`src/rtl/ddr_rx_word_deser.sv`:
```
// ddr_rx_word_deser
//   HDR-DDR receive deserializer. Samples SDA on both SCL edges and captures
//   preamble bits, data words with two parity bits, and CRC words
//   (token + CRC field). Checks parity, token and, optionally, the CRC.
//
//   Build option: define RX_CRC_CHECK_EN to include the internal CRC5
//   accumulator (x^5+x^2+1, init 5'h1F, MSB first) and compare it against
//   the CRC field of each CRC word. Without it the CRC field is ignored.
//
// Ports
//   i_sys_clk        system clock
//   i_sys_rst        synchronous active-high reset
//   i_scl_pos_edge   1-cycle strobe, SCL rising edge
//   i_scl_neg_edge   1-cycle strobe, SCL falling edge
//   i_rx_en          block enable
//   i_rx_sda         sampled SDA
//   i_rx_mode        000 PRE1, 001 PRE2, 011 WORD, 101 CRCW; others illegal
//   i_rx_err_clr     clears the sticky error
//   o_rx_data        last accepted data word
//   o_rx_data_valid  1-cycle pulse, word passed parity
//   o_rx_pre         captured preamble bits {p1,p0}; PRE1 uses bit 0
//   o_rx_mode_done   1-cycle pulse, current mode complete
//   o_rx_error       sticky error flag
//   o_rx_err_code    0 illegal mode, 1 parity, 2 token, 3 CRC
//   o_crc_en         pulses with o_rx_data_valid for an external CRC
module ddr_rx_word_deser #(
  parameter int unsigned WORD_W = 16,
  parameter int unsigned CRC_W  = 5,
  parameter logic [3:0]  TOKEN  = 4'hC
) (
  input  logic              i_sys_clk,
  input  logic              i_sys_rst,
  input  logic              i_scl_pos_edge,
  input  logic              i_scl_neg_edge,
  input  logic              i_rx_en,
  input  logic              i_rx_sda,
  input  logic [2:0]        i_rx_mode,
  input  logic              i_rx_err_clr,
  output logic [WORD_W-1:0] o_rx_data,
  output logic              o_rx_data_valid,
  output logic [1:0]        o_rx_pre,
  output logic              o_rx_mode_done,
  output logic              o_rx_error,
  output logic [1:0]        o_rx_err_code,
  output logic              o_crc_en
);

  localparam int unsigned WORD_BITS = WORD_W + 2;
  localparam int unsigned CRCW_BITS = 4 + CRC_W;
  localparam int unsigned SR_W      = (WORD_BITS > CRCW_BITS) ? WORD_BITS : CRCW_BITS;
  localparam int unsigned CNT_W     = $clog2(SR_W + 1);

  localparam logic [2:0] MODE_PRE1 = 3'b000;
  localparam logic [2:0] MODE_PRE2 = 3'b001;
  localparam logic [2:0] MODE_WORD = 3'b011;
  localparam logic [2:0] MODE_CRCW = 3'b101;

  localparam logic [1:0] ST_IDLE  = 2'd0;
  localparam logic [1:0] ST_SHIFT = 2'd1;
  localparam logic [1:0] ST_CHECK = 2'd2;

  localparam logic [1:0] ERR_MODE   = 2'd0;
  localparam logic [1:0] ERR_PARITY = 2'd1;
  localparam logic [1:0] ERR_TOKEN  = 2'd2;
  localparam logic [1:0] ERR_CRC    = 2'd3;

  function automatic logic [WORD_W-1:0] gen_odd_mask();
    logic [WORD_W-1:0] m;
    m = '0;
    for (int unsigned i = 0; i < WORD_W; i++) m[i] = i[0];
    return m;
  endfunction

  localparam logic [WORD_W-1:0] ODD_MASK = gen_odd_mask();

  function automatic logic is_legal(input logic [2:0] m);
    return (m == MODE_PRE1) || (m == MODE_PRE2) || (m == MODE_WORD) || (m == MODE_CRCW);
  endfunction

  logic [1:0]        state;
  logic [2:0]        mode_q;
  logic [CNT_W-1:0]  cnt;
  logic [SR_W-2:0]   sr;
  logic [CNT_W-1:0]  nbits;
  logic [SR_W-1:0]   full;
  logic              samp;
  logic              last;
  logic              abort;
  logic              mode_legal;
  logic [WORD_W-1:0] word_data;
  logic              parity_ok;
  logic [3:0]        token_rx;
  logic              err_set;
  logic [1:0]        err_new;

`ifdef RX_CRC_CHECK_EN
  logic [4:0]        crc_acc;
  logic [CRC_W-1:0]  crc_rx;

  function automatic logic [4:0] crc5_next(input logic [4:0] acc, input logic [WORD_W-1:0] d);
    logic [4:0] c;
    logic       fb;
    c = acc;
    for (int unsigned i = 0; i < WORD_W; i++) begin
      fb = c[4] ^ d[WORD_W-1-i];
      c  = {c[3:0], 1'b0} ^ (fb ? 5'b00101 : 5'b00000);
    end
    return c;
  endfunction

  assign crc_rx = full[CRC_W-1:0];
`endif

  assign samp       = i_scl_pos_edge | i_scl_neg_edge;
  assign mode_legal = is_legal(i_rx_mode);
  // Register contents including the bit being sampled this cycle.
  assign full       = {sr, i_rx_sda};
  assign word_data  = full[WORD_W+1:2];
  assign parity_ok  = (full[1] == ^(word_data & ODD_MASK)) &&
                      (full[0] == ~(^(word_data & ~ODD_MASK)));
  assign token_rx   = full[CRC_W+3:CRC_W];
  assign abort      = (state == ST_SHIFT) && (!i_rx_en || (i_rx_mode != mode_q));
  assign last       = samp && (cnt == nbits - CNT_W'(1));

  always_comb begin
    nbits = CNT_W'(1);
    case (mode_q)
      MODE_PRE1: nbits = CNT_W'(1);
      MODE_PRE2: nbits = CNT_W'(2);
      MODE_WORD: nbits = CNT_W'(WORD_BITS);
      MODE_CRCW: nbits = CNT_W'(CRCW_BITS);
      default:   nbits = CNT_W'(1);
    endcase
  end

  always_comb begin
    err_set = 1'b0;
    err_new = ERR_MODE;
    if (state == ST_IDLE) begin
      if (i_rx_en && !mode_legal) err_set = 1'b1;
    end else if ((state == ST_SHIFT) && !abort && last) begin
      if ((mode_q == MODE_WORD) && !parity_ok) begin
        err_set = 1'b1;
        err_new = ERR_PARITY;
      end else if (mode_q == MODE_CRCW) begin
        if (token_rx != TOKEN) begin
          err_set = 1'b1;
          err_new = ERR_TOKEN;
        end
`ifdef RX_CRC_CHECK_EN
        else if (crc_rx != CRC_W'(crc_acc)) begin
          err_set = 1'b1;
          err_new = ERR_CRC;
        end
`endif
      end
    end
  end

  // The result is evaluated on the edge that samples the last bit so that
  // data, valid and done are all visible during the single CHECK cycle.
  always_ff @(posedge i_sys_clk) begin
    if (i_sys_rst) begin
      state           <= ST_IDLE;
      mode_q          <= MODE_PRE1;
      cnt             <= '0;
      sr              <= '0;
      o_rx_data       <= '0;
      o_rx_data_valid <= 1'b0;
      o_rx_pre        <= '0;
      o_rx_mode_done  <= 1'b0;
      o_rx_error      <= 1'b0;
      o_rx_err_code   <= '0;
      o_crc_en        <= 1'b0;
`ifdef RX_CRC_CHECK_EN
      crc_acc         <= 5'h1F;
`endif
    end else begin
      o_rx_data_valid <= 1'b0;
      o_rx_mode_done  <= 1'b0;
      o_crc_en        <= 1'b0;

      case (state)
        ST_IDLE: begin
          if (i_rx_en && mode_legal) begin
            state  <= ST_SHIFT;
            mode_q <= i_rx_mode;
            cnt    <= '0;
            sr     <= '0;
          end
        end
        ST_SHIFT: begin
          if (abort) begin
            state <= ST_IDLE;
            cnt   <= '0;
          end else if (samp) begin
            sr  <= full[SR_W-2:0];
            cnt <= cnt + CNT_W'(1);
            if (last) begin
              state          <= ST_CHECK;
              o_rx_mode_done <= 1'b1;
              case (mode_q)
                MODE_PRE1: o_rx_pre <= {1'b0, full[0]};
                MODE_PRE2: o_rx_pre <= full[1:0];
                MODE_WORD: begin
                  if (parity_ok) begin
                    o_rx_data       <= word_data;
                    o_rx_data_valid <= 1'b1;
                    o_crc_en        <= 1'b1;
`ifdef RX_CRC_CHECK_EN
                    crc_acc         <= crc5_next(crc_acc, word_data);
`endif
                  end
                end
                MODE_CRCW: begin
`ifdef RX_CRC_CHECK_EN
                  crc_acc <= 5'h1F;
`endif
                end
                default: ;
              endcase
            end
          end
        end
        ST_CHECK: state <= ST_IDLE;
        default:  state <= ST_IDLE;
      endcase

      // First error wins; a clear in the same cycle as a new error lets the
      // new code through.
      if (err_set) begin
        o_rx_error <= 1'b1;
        if (!o_rx_error || i_rx_err_clr) o_rx_err_code <= err_new;
      end else if (i_rx_err_clr) begin
        o_rx_error <= 1'b0;
      end
    end
  end

endmodule

```
`config.mk`:
```
export PLATFORM = sky130hd
export DESIGN_NAME = ddr_rx_word_deser
export DESIGN_NICKNAME = d
export VERILOG_FILES = /design/src/rtl/ddr_rx_word_deser.sv
export SDC_FILE = /design/constraint.sdc
export NUM_CORES = 1
export LEC_CHECK = 0
export ABC_AREA = 1
export ABC_CLOCK_PERIOD_IN_PS = 2800
export BUFFER_PORTS_ARGS = -buffer_cell sky130_fd_sc_hd__clkbuf_2
export CELL_PAD_IN_SITES_DETAIL_PLACEMENT = 2
export CELL_PAD_IN_SITES_GLOBAL_PLACEMENT = 2
export CORE_ASPECT_RATIO = 1.1
export CORE_UTILIZATION = 32
export DETAILED_ROUTE_END_ITERATION = 16
export PLACE_DENSITY = 0.81
export REMOVE_ABC_BUFFERS = 1
export SYNTH_ARGS = -nofsm -noshare
export SYNTH_HDL_FRONTEND = slang
export SYNTH_SLANG_ARGS = --single-unit
```
`constraint.sdc`:
```
create_clock -name i_sys_clk -period 2.8 [get_ports i_sys_clk]
set_input_delay 0.14 -clock i_sys_clk [delete_from_list [all_inputs] [get_ports i_sys_clk]]
set_output_delay 0.14 -clock i_sys_clk [all_outputs]
set_load 0.01 [all_outputs]
```
==> metrics.yaml, run 1 <==
start_util_pct: 33.0
clockRootBuffer: "clkbuf_8"
ant_nets: 0
fillCellCount: 939
dieWidth_um: 85.7
via_count: 2390
cpMaxStageDelayCell: "dfxtp_1"
clock_latency_ns: 0.31
path_clk_slew_ns: 0.09
synth_largest_area_cell: "dfxtp_1"
ys_top_cells_by_count: "nand2_1, dfxtp_1, inv_1"
cts-resized-gates: 0
drv_slew: 0
via_per_inst: 4.91
gp_congestion: 0.745
design.core.area_mm2: 0.00747
pre_cts_ws_ns: 0.300
multi_input_area_mm2: 0.00119
grt_usage_pct: 18.9
drt-initial-drc-count: 69
cp_max_fo: 33
cts_tree: "done"
peakVddDrop_mv: 0.190
synthCells: 350
yosys_warnings: 0
fmax_ghz: 0.395
worst-r2r-cell-count: 15
synth_seq_area_share_pct: 40.6
drt_wl_total_um: 6970
layout.nets: 393
synth-edff-count: 0
wl_per_cell_um: 14.3
cts_made_buffers: 5
worstReg2RegEnd: "o_rx_data[0]"
crit_required_ns: 3.04
syn_area_mm2: 0.00247
crit_chain: "inv_1, nor2_1, ha_1, nand2_1, inv_1, nor2_1, nand2_1, nor2_2, nand3_2, nor2_2, nand2_2, nor3_4, buf_12, o21ai_0, a21oi_1"
antenna_found_initial: 0
yosysMostFrequentCell: "nand2_1"
regToRegStartpoint: "mode_q[0]"
fp.dieArea_mm2: 0.00807
die_h_um: 94.1
area_delta_synth_final_pct: 14.8
ys.flop_type: "dfxtp_1"
endpoint_kind: "flop"
critPathCapture: "o_rx_data[0]"
power_density_mw_per_mm2: 534
ys_types: 29
grt_max_degree: 35
grt_pass1_wl_um: 12000
rrSetupSlack_ns: 0.27
synth.avg_cell_area_um2: 7.05
area.sequential_mm2: 0.00100
fin_tns_setup_ns: 0
hold_path_class: "input pin to flop"
synth-async-reset-ratio_pct: 0
drive_above_1_share_pct: 17.8
fin_crit_ns: 2.53
arrival_ns: 2.77
overflow: 0
fin_ws_ns: 0.267
cpPeakStageDelay_ns: 0.46
drt-pass1-iter-count: 4
p_leak_nw: 1.30
cts.sinks: 50
period_share_pct: 90.5
maxCapViolCount: 0
yosysTopAreaCellShare_pct: 40.6
synth_seq_cells: 50
setup_viol: 0
power_mw: 1.51
hold_viol_final: 0
grt_pass1_vias: 2479
diodes: 0
cts.path.max_buffers: 2
row_count: 33
cts_setup_buffers: 0
tightest_slew_ns: 0.671
path_class: "flop to flop"
cts_hold_buf: 0
cts-htree-levels: 2
slew_headroom_pct: 55.2
fin_worst_skew_ns: 0.00358
synth_area_leaders: "dfxtp_1, nand2_1, inv_1"
place_hpwl_um: 5360
io_pins: 34
port_buffers: 33
status: "complete, no violations"
rsz0062_at_grt: "no"
crit_start: "mode_q[0]"
drc: 0
worstSetupStartpointType: "flop"
==> final cells by class <==
class | instances | area share, %
Inverter | 52 | 6.89
Clock inverter | 2 | 0.442
Multi-Input combinational cell | 234 | 42.2
Clock buffer | 6 | 2.92
Sequential cell | 50 | 35.4
Tap cell | 105 | 4.64
Timing Repair Buffer | 38 | 7.60
==> cells by family (layout without fill, tap and decap cells) <==
logic type / after synthesis / count (layout) / synth area share, %
buffers and inverters: 66 / 98 / 11.1
adders and majority gates: 2 / 2 / 1.01
AOI/OAI and AO/OA: 96 / 96 / 23.3
DFF: 50 / 50 / 40.6
xor gates and xnor gates: 2 / 2 / 0.710
and+or+nand+nor: 134 / 134 / 23.4
==> cell usage in the layout, fill, tap and decap left out, drive strengths merged, types with 2 or more instances in the layout <==
master,n
nand2,80
nor3,2
dfxtp,50
a211oi,17
a21oi,46
clkbuf,39
buf,5
nand4,5
ha,2
nor2,31
nand3,14
clkinv,2
inv,51
o21ai,31
==> through the flow <==
step	instances	area, µm²	hold slack (ns)	utilization (%)
final	487	2830	0.120	37.9
after floorplan	336	2390	0.209	-
after global placement	479	2740	0.426	36.6
after detailed placement	479	2740	0.452	36.6
after global routing	487	2830	0.144	37.9
after CTS	487	2830	0.107	37.9
==> flip-flops by register name, indices dropped and copies added (netlist names) <==
signal and cells:
mode_q 3, o_rx_error 1, o_rx_data 16, o_crc_en 1, sr 17, o_rx_mode_done 1, o_rx_pre 2, cnt 5
state 2, o_rx_err_code 2
==> metal layers <==
layer | up-vias | track usage (%) | wire length, µm
met3 | 5 | 2.64 | 125
li1 | 1198 | - | -
met5 | - | 0 | 0
met4 | 0 | 6.25 | 70
met1 | 1163 | 23.1 | 3210
met2 | 24 | 33.9 | 3570
==> critical path: cells and delay by family (launching register included) <==
family,cells,cell delay [ns]
AND/OR/NAND/NOR,9,1.03
adder cells (fa/ha/maj),1,0.27
flip-flops,1,0.46
AO/OA/AOI/OAI,2,0.28
buffers and inverters,3,0.37
==> report_power, final <==
part	switching [mW]	internal (mW)
clock	0.252	0.199
sequential	0.0343	0.742
combinational	0.194	0.0910
total	0.479	1.03
==> worst min-delay path by stage <==
stage,end,from,depth (start not counted)
5_1_grt,mode_q[2],i_rx_mode[2],3
6_report,mode_q[2],i_rx_mode[2],3
3_3_place_gp,mode_q[2],i_rx_mode[2],3
4_1_cts,mode_q[2],i_rx_mode[2],3
3_5_place_dp,mode_q[2],i_rx_mode[2],3
2_1_floorplan,o_rx_err_code[0],i_sys_rst,1
Note: power is estimated with default switching activity, not from simulation.
==> run 2, diff against run 1 <==
--- a/config.mk
+++ b/config.mk
@@ -11,6 +11,7 @@
 export CELL_PAD_IN_SITES_DETAIL_PLACEMENT = 2
 export CELL_PAD_IN_SITES_GLOBAL_PLACEMENT = 2
 export CORE_ASPECT_RATIO = 1.1
+export CORE_MARGIN = 2
 export CORE_UTILIZATION = 32
 export DETAILED_ROUTE_END_ITERATION = 16
 export PLACE_DENSITY = 0.81
==> run 2 against run 1 <==
Effect of this change: clock-buffer cell count unchanged; clock skew increased by 0.0063 ns; via count increased by 1.7%; fmax increased by 3.7%; critical endpoint unchanged; wire length increased by 8.9%; sequential share of layout area decreased by 0.46 points; largest cell class unchanged; cell area increased by 1.5%; first-iteration DRC count decreased by 43%.
==> metrics.yaml, run 2 (synthesis gave the netlist of run 1 again) <==
hold_viol_final: 0  # unchanged
fin_ws_ns: 0.358  # +0.0914 ns
die_h_um: 96.1  # +2.1%
endpoint_kind: "flop"
rsz0062_at_grt: "no"
design.core.area_mm2: 0.00747  # unchanged
drt-pass1-iter-count: 4  # unchanged
cts.sinks: 50  # unchanged
overflow: 0  # unchanged
peakVddDrop_mv: 0.223  # +17%
grt_pass1_vias: 2644  # +6.7%
cp_max_fo: 33  # unchanged
fin_crit_ns: 2.44  # -0.0914 ns
netSwitchingFraction_pct: 29.2  # -2.6 points
cts_tree: "done"
fin_tns_setup_ns: 0  # unchanged
path_clk_slew_ns: 0.10  # about the same
status: "complete, no violations"
drv_slew: 0  # unchanged
p_clk_share_pct: 37.5  # +7.7 points
setup_viol: 0  # unchanged
worstSetupStartpointType: "flop"
hold_depth: 3  # unchanged
power_density_mw_per_mm2: 597  # +12%
gp_congestion: 0.745  # about the same
io_pins: 34  # unchanged
hold_end: "mode_q[2]"
grt_max_degree: 35  # unchanged
drt_wl_total_um: 7590  # +8.9%
fp.dieArea_mm2: 0.00843  # +4.5%
rrSetupSlack_ns: 0.36  # +0.09 ns
seqPwrFrac_pct: 45.5  # -5.9 points
grt_usage_pct: 19.6  # +0.70 points
row_count: 33  # unchanged
area_delta_synth_final_pct: 16.4
drc: 0  # unchanged
slew_headroom_pct: 56.9  # +1.7 points
ant_nets: 0  # unchanged
layout.nets: 392  # -0.25%
largest_reg_flops: 17  # unchanged
antenna_found_initial: 0  # unchanged
via_per_inst: 5.00  # +1.9%
period_share_pct: 87.2  # -3.3 points
regToRegStartpoint: "mode_q[2]"
arrival_ns: 2.68  # -0.09 ns
cts_made_buffers: 5  # unchanged
hold_path_class: "input pin to flop"
pre_cts_ws_ns: 0.283  # -0.0165 ns
largestRegisters: "sr (17), o_rx_data (16), cnt (5)"
cts-htree-levels: 2  # unchanged
clockRootBuffer: "clkbuf_8"
top_register: "sr"
worst-r2r-cell-count: 14  # -1
final_common_cell: "nand2_1"
drt-initial-drc-count: 39  # -43%
worstReg2RegEnd: "o_rx_data[0]"
diodes: 0  # unchanged
switchingPower_mw: 0.500  # +4.3%
p_comb_share_pct: 17.0  # -1.8 points
grt_pass1_wl_um: 12900  # +7.4%
min_from: "i_rx_mode[2]"
place_hpwl_um: 5680  # +5.9%
wl_per_cell_um: 15.6  # +9.2%
cts_setup_buffers: 0  # unchanged
crit_required_ns: 3.04  # about the same
internal_power_mw: 1.21  # +18%
drive_above_1_share_pct: 17.8  # +0.047 points
dieWidth_um: 87.7  # +2.3%
clock_latency_ns: 0.31  # about the same
tightest_slew_ns: 0.646  # -0.0251 ns
p_leak_nw: 1.31  # +1.5%
via_count: 2430  # +1.7%
port_buffers: 33  # unchanged
cts.path.max_buffers: 2  # unchanged
fin_worst_skew_ns: 0.00988  # +0.00630 ns
final_cell_mix: "nand2_1, inv_1, dfxtp_1, a21oi_1, clkbuf_2"
maxCapViolCount: 0  # unchanged
start_util_pct: 33.0  # unchanged
cts_hold_buf: 0  # unchanged
fmax_ghz: 0.409  # +3.7%
path_class: "flop to flop"
## run 2: power by group through the flow
stage / Clock, mW / Sequential, mW / Combinational (mW)
2_1_floorplan: 0 / 0.783 / 0.203
3_3_place_gp: 0 / 0.791 / 0.271
3_5_place_dp: 0 / 0.795 / 0.293
4_1_cts: 0.654 / 0.780 / 0.298
5_1_grt: 0.687 / 0.785 / 0.337
6_report: 0.643 / 0.780 / 0.291
## run 2: timing repair
action,4_1_cts,5_1_grt
endpoints found under the hold margin,0,0
gates resized for setup,0,1
endpoints found under the setup margin,0,1
## run 2: cell type report
cell class,count,area [µm²]
Clock buffer,6,82.6
Fill cell,901,4600
Tap cell,105,131
Sequential cell,50,1000
Timing Repair Buffer,37,208
Clock inverter,2,60.1
Multi-Input combinational cell,234,1190
Inverter,52,195
## run 2: worst max path at each step
stage / startpoint / endpoint
6_report: mode_q[2] / o_rx_data[0]
5_1_grt: mode_q[0] / o_rx_data[14]
4_1_cts: mode_q[0] / o_rx_data[0]
3_5_place_dp: mode_q[0] / o_rx_data[0]
3_3_place_gp: mode_q[0] / o_rx_data[13]
2_1_floorplan: mode_q[0] / o_crc_en
## run 2: routing by layer
metal  routed length [µm]  GRT usage (%)
met1                 3450           23.4
met2                 3930           36.6
met3                  129           2.83
met4                   83           4.74
met5                    0              0
## run 2: worst max-delay path, stage by stage (launching register included)
cell and delay [ns]:
dfxtp_1 0.50, nor2_1 0.14, ha_1 0.32, nand2_1 0.07
inv_1 0.04, nor2_1 0.08, nand2_1 0.07, nor2_2 0.09
nand3_2 0.09, nor2_2 0.13, nand2_2 0.10, nor3_4 0.21
buf_12 0.23, o21ai_0 0.11, a21oi_1 0.17
## run 2: stage by stage
stage | instances | util, % | power, mW | hold WS [ns] | instance area (µm²)
2_1_floorplan | 336 | - | 0.986 | 0.209 | 2390
3_3_place_gp | 478 | 36.5 | 1.06 | 0.430 | 2730
3_5_place_dp | 478 | 36.5 | 1.09 | 0.447 | 2730
4_1_cts | 486 | 38.4 | 1.73 | 0.104 | 2870
5_1_grt | 486 | 38.4 | 1.81 | 0.113 | 2870
6_report | 486 | 38.4 | 1.71 | 0.113 | 2870
==> run 3, diff against run 2 <==
--- a/config.mk
+++ b/config.mk
@@ -14,8 +14,8 @@
 export CORE_MARGIN = 2
 export CORE_UTILIZATION = 32
 export DETAILED_ROUTE_END_ITERATION = 16
+export MAX_ROUTING_LAYER = met4
 export PLACE_DENSITY = 0.81
-export REMOVE_ABC_BUFFERS = 1
 export SYNTH_ARGS = -nofsm -noshare
 export SYNTH_HDL_FRONTEND = slang
 export SYNTH_SLANG_ARGS = --single-unit
==> run 3 against run 2 <==
Effect of this change: setup slack better by 0.0021 ns; register-to-register slack is essentially flat; largest cell class unchanged; flip-flop and latch count is the same; wire length decreased by 0.70%; global-route usage up 0.15 points; fmax hardly changed; sequential power about the same; total power is 7.9% lower; clock power down 21%; cell area fell by 1.2%; highest routed layer unchanged.
==> metrics.yaml, run 3 (synthesis gave the netlist of run 1 again) <==
post-route-util_pct: 38.0  # -0.45 points
cp_max_fo: 33  # unchanged
maxCapViolCount: 0  # unchanged
rsz0062_at_grt: "no"
fin_worst_skew_ns: 0.00543  # -0.00445 ns
hold_depth: 3  # unchanged
tightest_slew_ns: 0.689  # +0.0432 ns
cts.path.max_buffers: 2  # unchanged
grt_usage_pct: 19.8  # +0.15 points
final_common_cell: "nand2_1"
cts_tree: "done"
p_clk_share_pct: 32.3  # -5.2 points
drive_above_1_share_pct: 17.6  # -0.26 points
switchingPower_mw: 0.478  # -4.3%
cts.sinks: 50  # unchanged
path_class: "flop to flop"
drc: 0  # unchanged
place_hpwl_um: 5580  # -1.7%
fin_ws_ns: 0.360  # +0.00208 ns
largest_reg_flops: 17  # unchanged
dieWidth_um: 87.7  # unchanged
io_pins: 34  # unchanged
die_h_um: 96.1  # unchanged
cts_setup_buffers: 0  # unchanged
largestRegisters: "sr (17), o_rx_data (16), cnt (5)"
rrSetupSlack_ns: 0.36  # about the same
row_count: 33  # unchanged
seqPwrFrac_pct: 49.3  # +3.8 points
drt_wl_total_um: 7540  # -0.70%
grt_pass1_vias: 2544  # -3.8%
diodes: 0  # unchanged
m1WireLength_um: 3320  # -3.5%
clockRootBuffer: "clkbuf_8"
via_per_inst: 5.00  # about the same
layout.nets: 392  # unchanged
cts-resized-gates: 0  # unchanged
port_buffers: 33  # unchanged
drt-initial-drc-count: 94  # +140%
power_density_mw_per_mm2: 556  # -6.8%
worstSetupStartpointType: "flop"
peakVddDrop_mv: 0.207  # -7.3%
clock_latency_ns: 0.30  # about the same
grt_pass1_wl_um: 12700  # -1.6%
via_count: 2429  # -0.041%
cts-htree-levels: 2  # unchanged
top_layer_used: "met4"
fmax_ghz: 0.410  # about the same
fillCellCount: 910  # +1.0%
p_leak_nw: 1.30  # -1.5%
hold_path_class: "input pin to flop"
syn-num-nets: 362
fin_crit_ns: 2.44  # -0.00208 ns
crit_required_ns: 3.04  # about the same
multi_input_area_mm2: 0.00120  # +0.21%
internal_power_mw: 1.10  # -9.3%
area.sequential_mm2: 0.00100  # unchanged
arrival_ns: 2.68  # about the same
gp_congestion: 0.780  # +4.8%
wl_met2_um: 3920  # -0.38%
final_cell_mix: "nand2_1, inv_1, dfxtp_1, a21oi_1, clkbuf_2"
ant_nets: 0  # unchanged
fin_tns_setup_ns: 0  # unchanged
period_share_pct: 87.1  # about the same
status: "complete, no violations"
setup_viol: 0  # unchanged
area_delta_synth_final_pct: 15.1
path_clk_slew_ns: 0.09  # about the same
worst-r2r-cell-count: 15  # +1
wl_met3_um: 150  # +16%
cts_hold_buf: 0  # unchanged
endpoint_kind: "flop"
top_register: "sr"
wl_per_cell_um: 15.5  # -0.70%
pre_cts_ws_ns: 0.258  # -0.0251 ns
slew_headroom_pct: 53.9  # -3.0 points
fp.dieArea_mm2: 0.00843  # unchanged
drv_slew: 0  # unchanged
drt-pass1-iter-count: 4  # unchanged
netSwitchingFraction_pct: 30.3  # +1.1 points
p_comb_share_pct: 18.4  # +1.4 points
hold_viol_final: 0  # unchanged
grt_max_degree: 35  # unchanged
antenna_found_initial: 0  # unchanged
start_util_pct: 33.0  # unchanged
design.core.area_mm2: 0.00747  # unchanged
cts_made_buffers: 5  # unchanged
overflow: 0  # unchanged
-- run 3: cell types whose count changed in the layout (fill, tap and decap cells not counted) --
cell       previous run  this run
bufinv_16             2         1
clkbuf_1              0         2
clkbuf_8              6         5
nor2_1               29        28
nor2_2                2         3
-- run 3: power groups by stage --
stage | logic (mW) | registers (mW) | clock network [mW]
2_1_floorplan | 0.212 | 0.783 | 0
3_5_place_dp | 0.289 | 0.795 | 0
6_report | 0.291 | 0.778 | 0.509
3_3_place_gp | 0.271 | 0.792 | 0
4_1_cts | 0.295 | 0.778 | 0.531
5_1_grt | 0.336 | 0.784 | 0.561
-- run 3: path summary, 6_finish.rpt --
| kind | from | end |
|---|---|---|
| min | i_rx_mode[1] | mode_q[1] |
| max | mode_q[2] | o_rx_data[13] |
| min reg2reg | o_rx_pre[0] | o_rx_pre[0] |
| max reg2reg | mode_q[2] | o_rx_data[13] |
-- run 3: layout make-up --
type                       instances  share of cell area (%)
timing repair buffer              37                    7.32
clock buffer                       7                    2.69
multi-input combinational        234                    42.1
sequential                        50                    35.3
clock inverter                     1                    1.06
tap                              105                    4.63
inverter                          52                    6.88
-- run 3: worst max-delay path, cell delays in order (launching register included) --
cell and delay (ns):
dfxtp_1 0.49, inv_2 0.11, nand2_1 0.10, ha_1 0.25
nand2_1 0.08, inv_1 0.04, nor2_1 0.08, nand2_1 0.07
nor2_2 0.09, nand3_2 0.08, nor2_2 0.12, nand2_2 0.11
nor3_4 0.22, buf_12 0.22, o21ai_0 0.14, a21oi_1 0.17
-- run 3: per-stage QoR --
step	total power, mW	std cells	cell area, µm²	hold slack (ns)
3_3_place_gp	1.06	478	2730	0.427
2_1_floorplan	0.995	350	2470	0.304
4_1_cts	1.60	486	2840	0.127
6_report	1.58	486	2840	0.132
5_1_grt	1.68	486	2840	0.135
3_5_place_dp	1.08	478	2730	0.447
-- run 3: per-layer routing --
layer / vias up / GRT usage, %
met2: 30 / 35.0
met3: 13 / 3.09
met5: - / -
li1: 1200 / -
met4: 0 / 6.54
met1: 1186 / 22.7
